--- src/rtl/sbox_share_sequencer_if.sv ---
// ---------------------------------------------------------------------------
// sbox_share_sequencer_if
// Handshake bundle between a producer/consumer and the S-box share sequencer.
//   in_valid / in_ready       : accept one masked nibble (NSHARE=3 shares)
//   in_s0, in_s1, in_s2       : input shares, NIB bits each
//   out_valid / out_ready     : hand back one captured masked result
//   out_s0, out_s1, out_s2    : output shares, NIB bits each
// Modports:
//   master : the producer/consumer side (drives in_*, out_ready)
//   slave  : the sequencer side (drives in_ready, out_valid, out_s*)
// ---------------------------------------------------------------------------
interface sbox_share_sequencer_if #(
  parameter int NIB = 4
);
  logic           in_valid;
  logic           in_ready;
  logic [NIB-1:0] in_s0;
  logic [NIB-1:0] in_s1;
  logic [NIB-1:0] in_s2;
  logic           out_valid;
  logic           out_ready;
  logic [NIB-1:0] out_s0;
  logic [NIB-1:0] out_s1;
  logic [NIB-1:0] out_s2;

  modport master (
    output in_valid, in_s0, in_s1, in_s2, out_ready,
    input  in_ready, out_valid, out_s0, out_s1, out_s2
  );

  modport slave (
    input  in_valid, in_s0, in_s1, in_s2, out_ready,
    output in_ready, out_valid, out_s0, out_s1, out_s2
  );
endinterface

--- src/rtl/sbox_share_sequencer.sv ---
// ---------------------------------------------------------------------------
// sbox_share_sequencer
// Control stage wrapped around a 2nd-order masked 4-bit Skinny S-box
// (3 shares, HPC1, clock-gated output register). Accepts one 3-share nibble,
// holds the shares on the S-box inputs, restarts the S-box gating controller,
// waits for its Synch, captures the 3 output shares and hands them on.
// Shares are never combined: each one travels in its own register.
//
// Ports:
//   clk          system clock (same clock as the S-box)
//   rst          synchronous active-high reset
//   bus          handshake bundle (slave modport): in_* / out_*
//   sbox_si_s*   shares held on the S-box SI inputs
//   sbox_rst     S-box gating-controller restart (high in START and in rst)
//   sbox_synch   S-box Synch
//   sbox_so_s*   S-box SO outputs
//   busy         high in every state except IDLE
//   err          sticky: Synch timeout or Synch earlier than LATENCY
//
// Optional build macro SBOX_SEQ_CLEAR_EN: when defined, the S-box input
// shares are zeroed on the OUT->IDLE transition so stale shares do not sit
// on the S-box between operations.
// ---------------------------------------------------------------------------
module sbox_share_sequencer #(
  parameter int NSHARE  = 3,
  parameter int NIB     = 4,
  parameter int LATENCY = 11,
  parameter int TIMEOUT = 16
) (
  input  logic           clk,
  input  logic           rst,
  sbox_share_sequencer_if.slave bus,
  output logic [NIB-1:0] sbox_si_s0,
  output logic [NIB-1:0] sbox_si_s1,
  output logic [NIB-1:0] sbox_si_s2,
  output logic           sbox_rst,
  input  logic           sbox_synch,
  input  logic [NIB-1:0] sbox_so_s0,
  input  logic [NIB-1:0] sbox_so_s1,
  input  logic [NIB-1:0] sbox_so_s2,
  output logic           busy,
  output logic           err
);

  localparam int CW = $clog2(TIMEOUT + 1);

  localparam logic [1:0] IDLE  = 2'd0;
  localparam logic [1:0] START = 2'd1;
  localparam logic [1:0] WAIT  = 2'd2;
  localparam logic [1:0] OUT   = 2'd3;

  logic [1:0]     r_state;
  logic [CW-1:0]  r_cnt;
  logic           r_cap;        // Synch sampled; capture on the next edge
  logic           r_err;
  logic           r_out_valid;
  logic [NIB-1:0] r_si  [NSHARE];
  logic [NIB-1:0] r_out [NSHARE];

  logic [NIB-1:0] w_in [NSHARE];
  logic [NIB-1:0] w_so [NSHARE];

  assign w_in[0] = bus.in_s0;
  assign w_in[1] = bus.in_s1;
  assign w_in[2] = bus.in_s2;
  assign w_so[0] = sbox_so_s0;
  assign w_so[1] = sbox_so_s1;
  assign w_so[2] = sbox_so_s2;

  // in_ready/sbox_rst follow rst combinationally so they are correct even
  // during the cycle rst is first raised, before the state register resets.
  assign bus.in_ready  = ~rst & (r_state == IDLE);
  assign sbox_rst      = rst | (r_state == START);
  assign busy          = (r_state != IDLE);
  assign err           = r_err;
  assign bus.out_valid = r_out_valid;
  assign bus.out_s0    = r_out[0];
  assign bus.out_s1    = r_out[1];
  assign bus.out_s2    = r_out[2];
  assign sbox_si_s0    = r_si[0];
  assign sbox_si_s1    = r_si[1];
  assign sbox_si_s2    = r_si[2];

  always_ff @(posedge clk) begin
    if (rst) begin
      r_state     <= IDLE;
      r_cnt       <= '0;
      r_cap       <= 1'b0;
      r_err       <= 1'b0;
      r_out_valid <= 1'b0;
      for (int k = 0; k < NSHARE; k++) begin
        r_si[k]  <= '0;
        r_out[k] <= '0;
      end
    end else begin
      unique case (r_state)
        // IDLE: accept one nibble, shares go straight onto the S-box inputs
        IDLE: begin
          if (bus.in_valid) begin
            for (int k = 0; k < NSHARE; k++) r_si[k] <= w_in[k];
            r_state <= START;
          end
        end
        // START: one cycle of sbox_rst restarts the gating controller
        START: begin
          r_cnt   <= '0;
          r_cap   <= 1'b0;
          r_state <= WAIT;
        end
        // WAIT: count until Synch; Synch has priority over the timeout
        WAIT: begin
          if (r_cap) begin
            for (int k = 0; k < NSHARE; k++) r_out[k] <= w_so[k];
            r_out_valid <= 1'b1;
            r_cap       <= 1'b0;
            r_state     <= OUT;
          end else begin
            if (r_cnt < CW'(TIMEOUT)) r_cnt <= r_cnt + CW'(1);
            if (sbox_synch) begin
              r_cap <= 1'b1;
              // Synch before the S-box could have finished is a fault, but
              // the result is still delivered so the consumer never stalls.
              if (r_cnt < CW'(LATENCY - 1)) r_err <= 1'b1;
            end else if (r_cnt >= CW'(TIMEOUT - 1)) begin
              r_err   <= 1'b1;
              r_state <= IDLE;
            end
          end
        end
        // OUT: hold result until the consumer takes it
        OUT: begin
          if (bus.out_ready) begin
            r_out_valid <= 1'b0;
            r_state     <= IDLE;
`ifdef SBOX_SEQ_CLEAR_EN
            for (int k = 0; k < NSHARE; k++) r_si[k] <= '0;
`endif
          end
        end
      endcase
    end
  end

endmodule

--- src/flat_wrapper.sv ---
// flat-port wrapper written by rule: the top's interface ports become plain ports
module sbox_share_sequencer_flat 
#(
  parameter int NSHARE  = 3,
  parameter int NIB     = 4,
  parameter int LATENCY = 11,
  parameter int TIMEOUT = 16
)
  (clk, rst, sbox_si_s0, sbox_si_s1, sbox_si_s2, sbox_rst, sbox_synch, sbox_so_s0, sbox_so_s1, sbox_so_s2, busy, err, bus_in_valid, bus_in_s0, bus_in_s1, bus_in_s2, bus_out_ready, bus_in_ready, bus_out_valid, bus_out_s0, bus_out_s1, bus_out_s2);
  sbox_share_sequencer_if #(.NIB(NIB)) bus_i ();
  input  logic clk;
  input  logic rst;
  output logic [NIB-1:0] sbox_si_s0;
  output logic [NIB-1:0] sbox_si_s1;
  output logic [NIB-1:0] sbox_si_s2;
  output logic sbox_rst;
  input  logic sbox_synch;
  input  logic [NIB-1:0] sbox_so_s0;
  input  logic [NIB-1:0] sbox_so_s1;
  input  logic [NIB-1:0] sbox_so_s2;
  output logic busy;
  output logic err;
  input wire logic [$bits(bus_i.in_valid)-1:0] bus_in_valid;
  input wire logic [$bits(bus_i.in_s0)-1:0] bus_in_s0;
  input wire logic [$bits(bus_i.in_s1)-1:0] bus_in_s1;
  input wire logic [$bits(bus_i.in_s2)-1:0] bus_in_s2;
  input wire logic [$bits(bus_i.out_ready)-1:0] bus_out_ready;
  output wire logic [$bits(bus_i.in_ready)-1:0] bus_in_ready;
  output wire logic [$bits(bus_i.out_valid)-1:0] bus_out_valid;
  output wire logic [$bits(bus_i.out_s0)-1:0] bus_out_s0;
  output wire logic [$bits(bus_i.out_s1)-1:0] bus_out_s1;
  output wire logic [$bits(bus_i.out_s2)-1:0] bus_out_s2;
  assign bus_i.in_valid = bus_in_valid;
  assign bus_i.in_s0 = bus_in_s0;
  assign bus_i.in_s1 = bus_in_s1;
  assign bus_i.in_s2 = bus_in_s2;
  assign bus_i.out_ready = bus_out_ready;
  assign bus_in_ready = bus_i.in_ready;
  assign bus_out_valid = bus_i.out_valid;
  assign bus_out_s0 = bus_i.out_s0;
  assign bus_out_s1 = bus_i.out_s1;
  assign bus_out_s2 = bus_i.out_s2;
  sbox_share_sequencer #(.NSHARE(NSHARE), .NIB(NIB), .LATENCY(LATENCY), .TIMEOUT(TIMEOUT)) u_core (.clk(clk), .rst(rst), .bus(bus_i), .sbox_si_s0(sbox_si_s0), .sbox_si_s1(sbox_si_s1), .sbox_si_s2(sbox_si_s2), .sbox_rst(sbox_rst), .sbox_synch(sbox_synch), .sbox_so_s0(sbox_so_s0), .sbox_so_s1(sbox_so_s1), .sbox_so_s2(sbox_so_s2), .busy(busy), .err(err));
endmodule
--- config.mk ---
export PLATFORM = sky130hd
export DESIGN_NAME = sbox_share_sequencer_flat
export DESIGN_NICKNAME = d
export VERILOG_FILES = /design/src/rtl/sbox_share_sequencer_if.sv /design/src/rtl/sbox_share_sequencer.sv /design/src/flat_wrapper.sv
export SDC_FILE = /design/constraint.sdc
export NUM_CORES = 1
export LEC_CHECK = 0
export BUFFER_PORTS_ARGS = -buffer_cell sky130_fd_sc_hd__buf_2
export CAP_MARGIN = 5
export CORE_MARGIN = 2
export CORE_UTILIZATION = 51
export DETAILED_ROUTE_END_ITERATION = 10
export PLACE_DENSITY = 0.87
export REMOVE_ABC_BUFFERS = 1
export SLEW_MARGIN = 0
export SYNTH_ARGS = -nofsm -noshare
export SYNTH_HDL_FRONTEND = slang
export SYNTH_SLANG_ARGS = --single-unit
--- constraint.sdc ---
create_clock -name clk -period 3.2 [get_ports clk]
set_input_delay 0.64 -clock clk [delete_from_list [all_inputs] [get_ports clk]]
set_output_delay 0.64 -clock clk [all_outputs]
set_load 0.02 [all_outputs]
==> results.md <==
* Met2 GRT Util at 29.86%
* Placed cells at 211
* Fin crit share at 64.68%
* Avg Inst Size Synth at 11.87 um^2
* Crit Path Class: register to output pin
* R2r startpoint: u_core.r_state[0]
* Critical Path End Type: output pin
* Crit path launch type: register
* Slowest cell on crit path: dfxtp_1
* Worst EP required at 2.56 ns
* Post-synthesis adder-cell area fraction at 5.809%
* Layout cells sized above 1 at 36.90%
* Port Buffers at 57
* H-tree Lvls at 2
* Skew final at 0.005856 ns
* Status: finished clean
* Pwr dens at 621.5 nW/um^2
* Die height at 58.37 um
* Drt initial violations at 30
* FMAX at 483.1 MHz
* Clock tree buffer depth at 2
* Yosys reg bits at 34
* Fillers at 230
* GRT overflow at 0
* Via count at 1111
* Sequential fraction of the synthesis area at 61.08%
* Area of the multi-input gates at 534.3 um^2
* Vias in the first global route at 1034
* GR Layer Usage met3 at 4.396%
* Core area at 2781 um^2
* Slew headroom at 43.17%
* Post-synthesis compound-gate area fraction at 7.552%
* Worst-path fanout max at 4
* Xor/xnor cell area share of the yosys netlist at 1.162%
* Die width at 58.37 um
* Delay-heaviest family, CP: flip-flops
* Post-synth cell types at 27
* Crit path cell chain: inv_1, ha_1, or2_2, buf_2
* Crit-path max cell delay at 0.39 ns
* # IOs at 58
* Max-cap viol count at 0
* Largest family of logic cells by synthesized area: simple AND/OR/NAND/NOR gates
* # diodes at 0
* Ys Warns at 0
* Postcts setup bufs at 0
* Drt drc at 0
* Worst EP arrival at 1.43 ns
* Final cell count without fillers at 218
* First-pass GRT wire length at 4416 um
* Min-delay src: u_core.err
* Met1 Use GR at 19.59%
* Synth Area in Simple Gates at 20.17%
* Mapped Cells at 127
* Slew @ Worst Pin at 0.8459 ns
* GRT Util Overall at 17.68%
* Total power draw at 1154 uW
* Clk pin slew, worst setup/hold paths at 0.10 ns
* Register area at 920.9 um^2
* DRT Wirelength at 2902 um
* Busiest grt layer: met2
* Starting Density at 54.21%
* Wire per inst at 13.31 um
* Area delta synth->final at 23.15%
* Mapped Area at 1508 um^2
* Std-Cell Rows at 19
* Num CTS Buffers at 5
* Critical Path Source: u_core.r_state[1]
* Final Setup Violations at 0
* Max-slew violations at 0
* Setup TNS Final at 0 ns
* Post-route ant nets at 0
* Vias per inst at 5.096
* Largest net degree at the start of global routing at 15
* RSZ-0062 raised after global routing: false
* Min cycle time layout at 2.070 ns
* Initial antenna violation count at 0
* Dpl hpwl at 2127 um
* Fin. Hold Viols at 0
* Drt first pass iters at 4
* Buf/Inv on CP at 2
* Die area at 3407 um^2
* Cts hold-fix bufs at 0
* Leakage at 0.0008579 uW
* Clk Latency, worst-skew pair at 0.34 ns
* Post-CTS resize count at 0
* Clock Root Buffer: clkbuf_4
* Multiplexer share of the synthesized area at 0.7469%
* Clock tree sinks at 34
* CTS tree: built
* GP Congestion at 0.8345
* Hold WC Path Type: register to register
* Nets at 223
* Peak VDD IR at 565.6 uV
## registers in the layout, indices dropped and copies added, names as in the netlist
name,count
u_core.r_state,2
u_core.r_cap,1
u_core.bus.out_valid,1
u_core.r_out,12
u_core.r_si,12
u_core.r_cnt,5
u_core.err,1
## cell families (layout without fill, tap and decap cells)
family,count (synthesis),after routing
DFF,34,34
AOI/OAI and AO/OA,19,19
adders and majority gates,7,7
xor gates and xnor gates,2,2
and+or+nand+nor,52,52
buffers and inverters,12,72
muxes,1,1
## power by group
part / total [uW] / switching [uW] / internal [uW]
Sequential: 571 / 29.7 / 541
Clock: 219 / 140 / 78.8
Combinational: 365 / 234 / 131
Total: 1150 / 403 / 751
## final timing paths
path / to / slack [ns] / depth (start not counted)
max: sbox_rst / 1.13 / 4
min: u_core.err / 0.46 / 2
max reg2reg: u_core.r_state[0] / 1.17 / 6
min reg2reg: u_core.err / 0.46 / 2
## metrics by stage
| step | utilization, % | cell area [um^2] | setup slack (ns) | hold slack [ns] |
|---|---|---|---|---|
| 6_report | 66.76 | 1857 | 1.130 | 0.4569 |
| 3_5_place_dp | 65.05 | 1809 | 1.235 | 0.4389 |
| 5_1_grt | 66.76 | 1857 | 0.9903 | 0.4822 |
| 3_3_place_gp | 65.05 | 1809 | 1.290 | 0.4420 |
| 4_1_cts | 66.76 | 1857 | 1.111 | 0.4546 |
| 2_1_floorplan | - | 1485 | 1.456 | 0.4605 |
## cells in the final DEF, fill, tap and decap left out, drive strengths merged
| master | netlist | routed |
|---|---|---|
| dfxtp | 10 | 10 |
| a41o | 1 | 1 |
| and3 | 3 | 3 |
| nand2 | 4 | 4 |
| nand4 | 1 | 1 |
| clkbuf | 3 | 5 |
| nor2b | 1 | 1 |
| a311oi | 1 | 1 |
| ha | 7 | 7 |
| or2 | 2 | 2 |
| a222oi | 1 | 1 |
| a21o | 2 | 2 |
| xor2 | 2 | 2 |
| buf | 1 | 57 |
| mux2 | 1 | 1 |
| a21oi | 10 | 10 |
| nand2b | 1 | 1 |
| o21ai | 4 | 4 |
| nor4 | 1 | 1 |
| nor3 | 1 | 1 |
| or3b | 1 | 1 |
| edfxtp | 24 | 24 |
| nand3 | 5 | 5 |
| clkinv | 0 | 2 |
| inv | 8 | 8 |
| nor2 | 7 | 7 |
| or4b | 1 | 1 |
| and2 | 24 | 24 |
## cells in the mapped netlist (all sizes together)
library cell	count	area (um^2)
edfxtp	24	720.7
xor2	2	17.52
nand4	1	6.260
a21oi	10	50.05
nand3	5	25.02
clkbuf	3	11.26
or3b	1	8.760
a311oi	1	8.760
or4b	1	10.01
a222oi	1	10.01
buf	1	11.26
mux2	1	11.26
nand2	4	15.01
nor3	1	5.000
ha	7	87.58
and2	24	150.1
nand2b	1	6.260
nor4	1	6.260
and3	3	18.77
o21ai	4	20.02
a21o	2	15.01
a41o	1	10.01
inv	8	30.03
or2	2	12.51
nor2b	1	13.76
dfxtp	10	200.2
nor2	7	26.28
## final cells by class
class,instances,share of cell area [%]
Clock buffer,5,2.022
Timing Repair Buffer,57,15.36
Clock inverter,2,0.5391
Sequential cell,34,49.60
Tap cell,31,2.089
Multi-Input combinational cell,81,28.77
Inverter,8,1.617
## worst register-to-register path: stages (launching register included)
cell and delay (ns):
dfxtp_1 0.42, inv_1 0.11, ha_1 0.30, nor2b_4 0.17, a222oi_1 0.53, a21oi_1 0.14, a311oi_1 0.27
## layer usage
layer / wire length (um) / vias up
li1: - / 564
met3: 191 / 9
met4: 85 / 0
met2: 1493 / 41
met1: 1132 / 497
met5: 0 / -
Note: power is estimated with default switching activity, not from simulation.
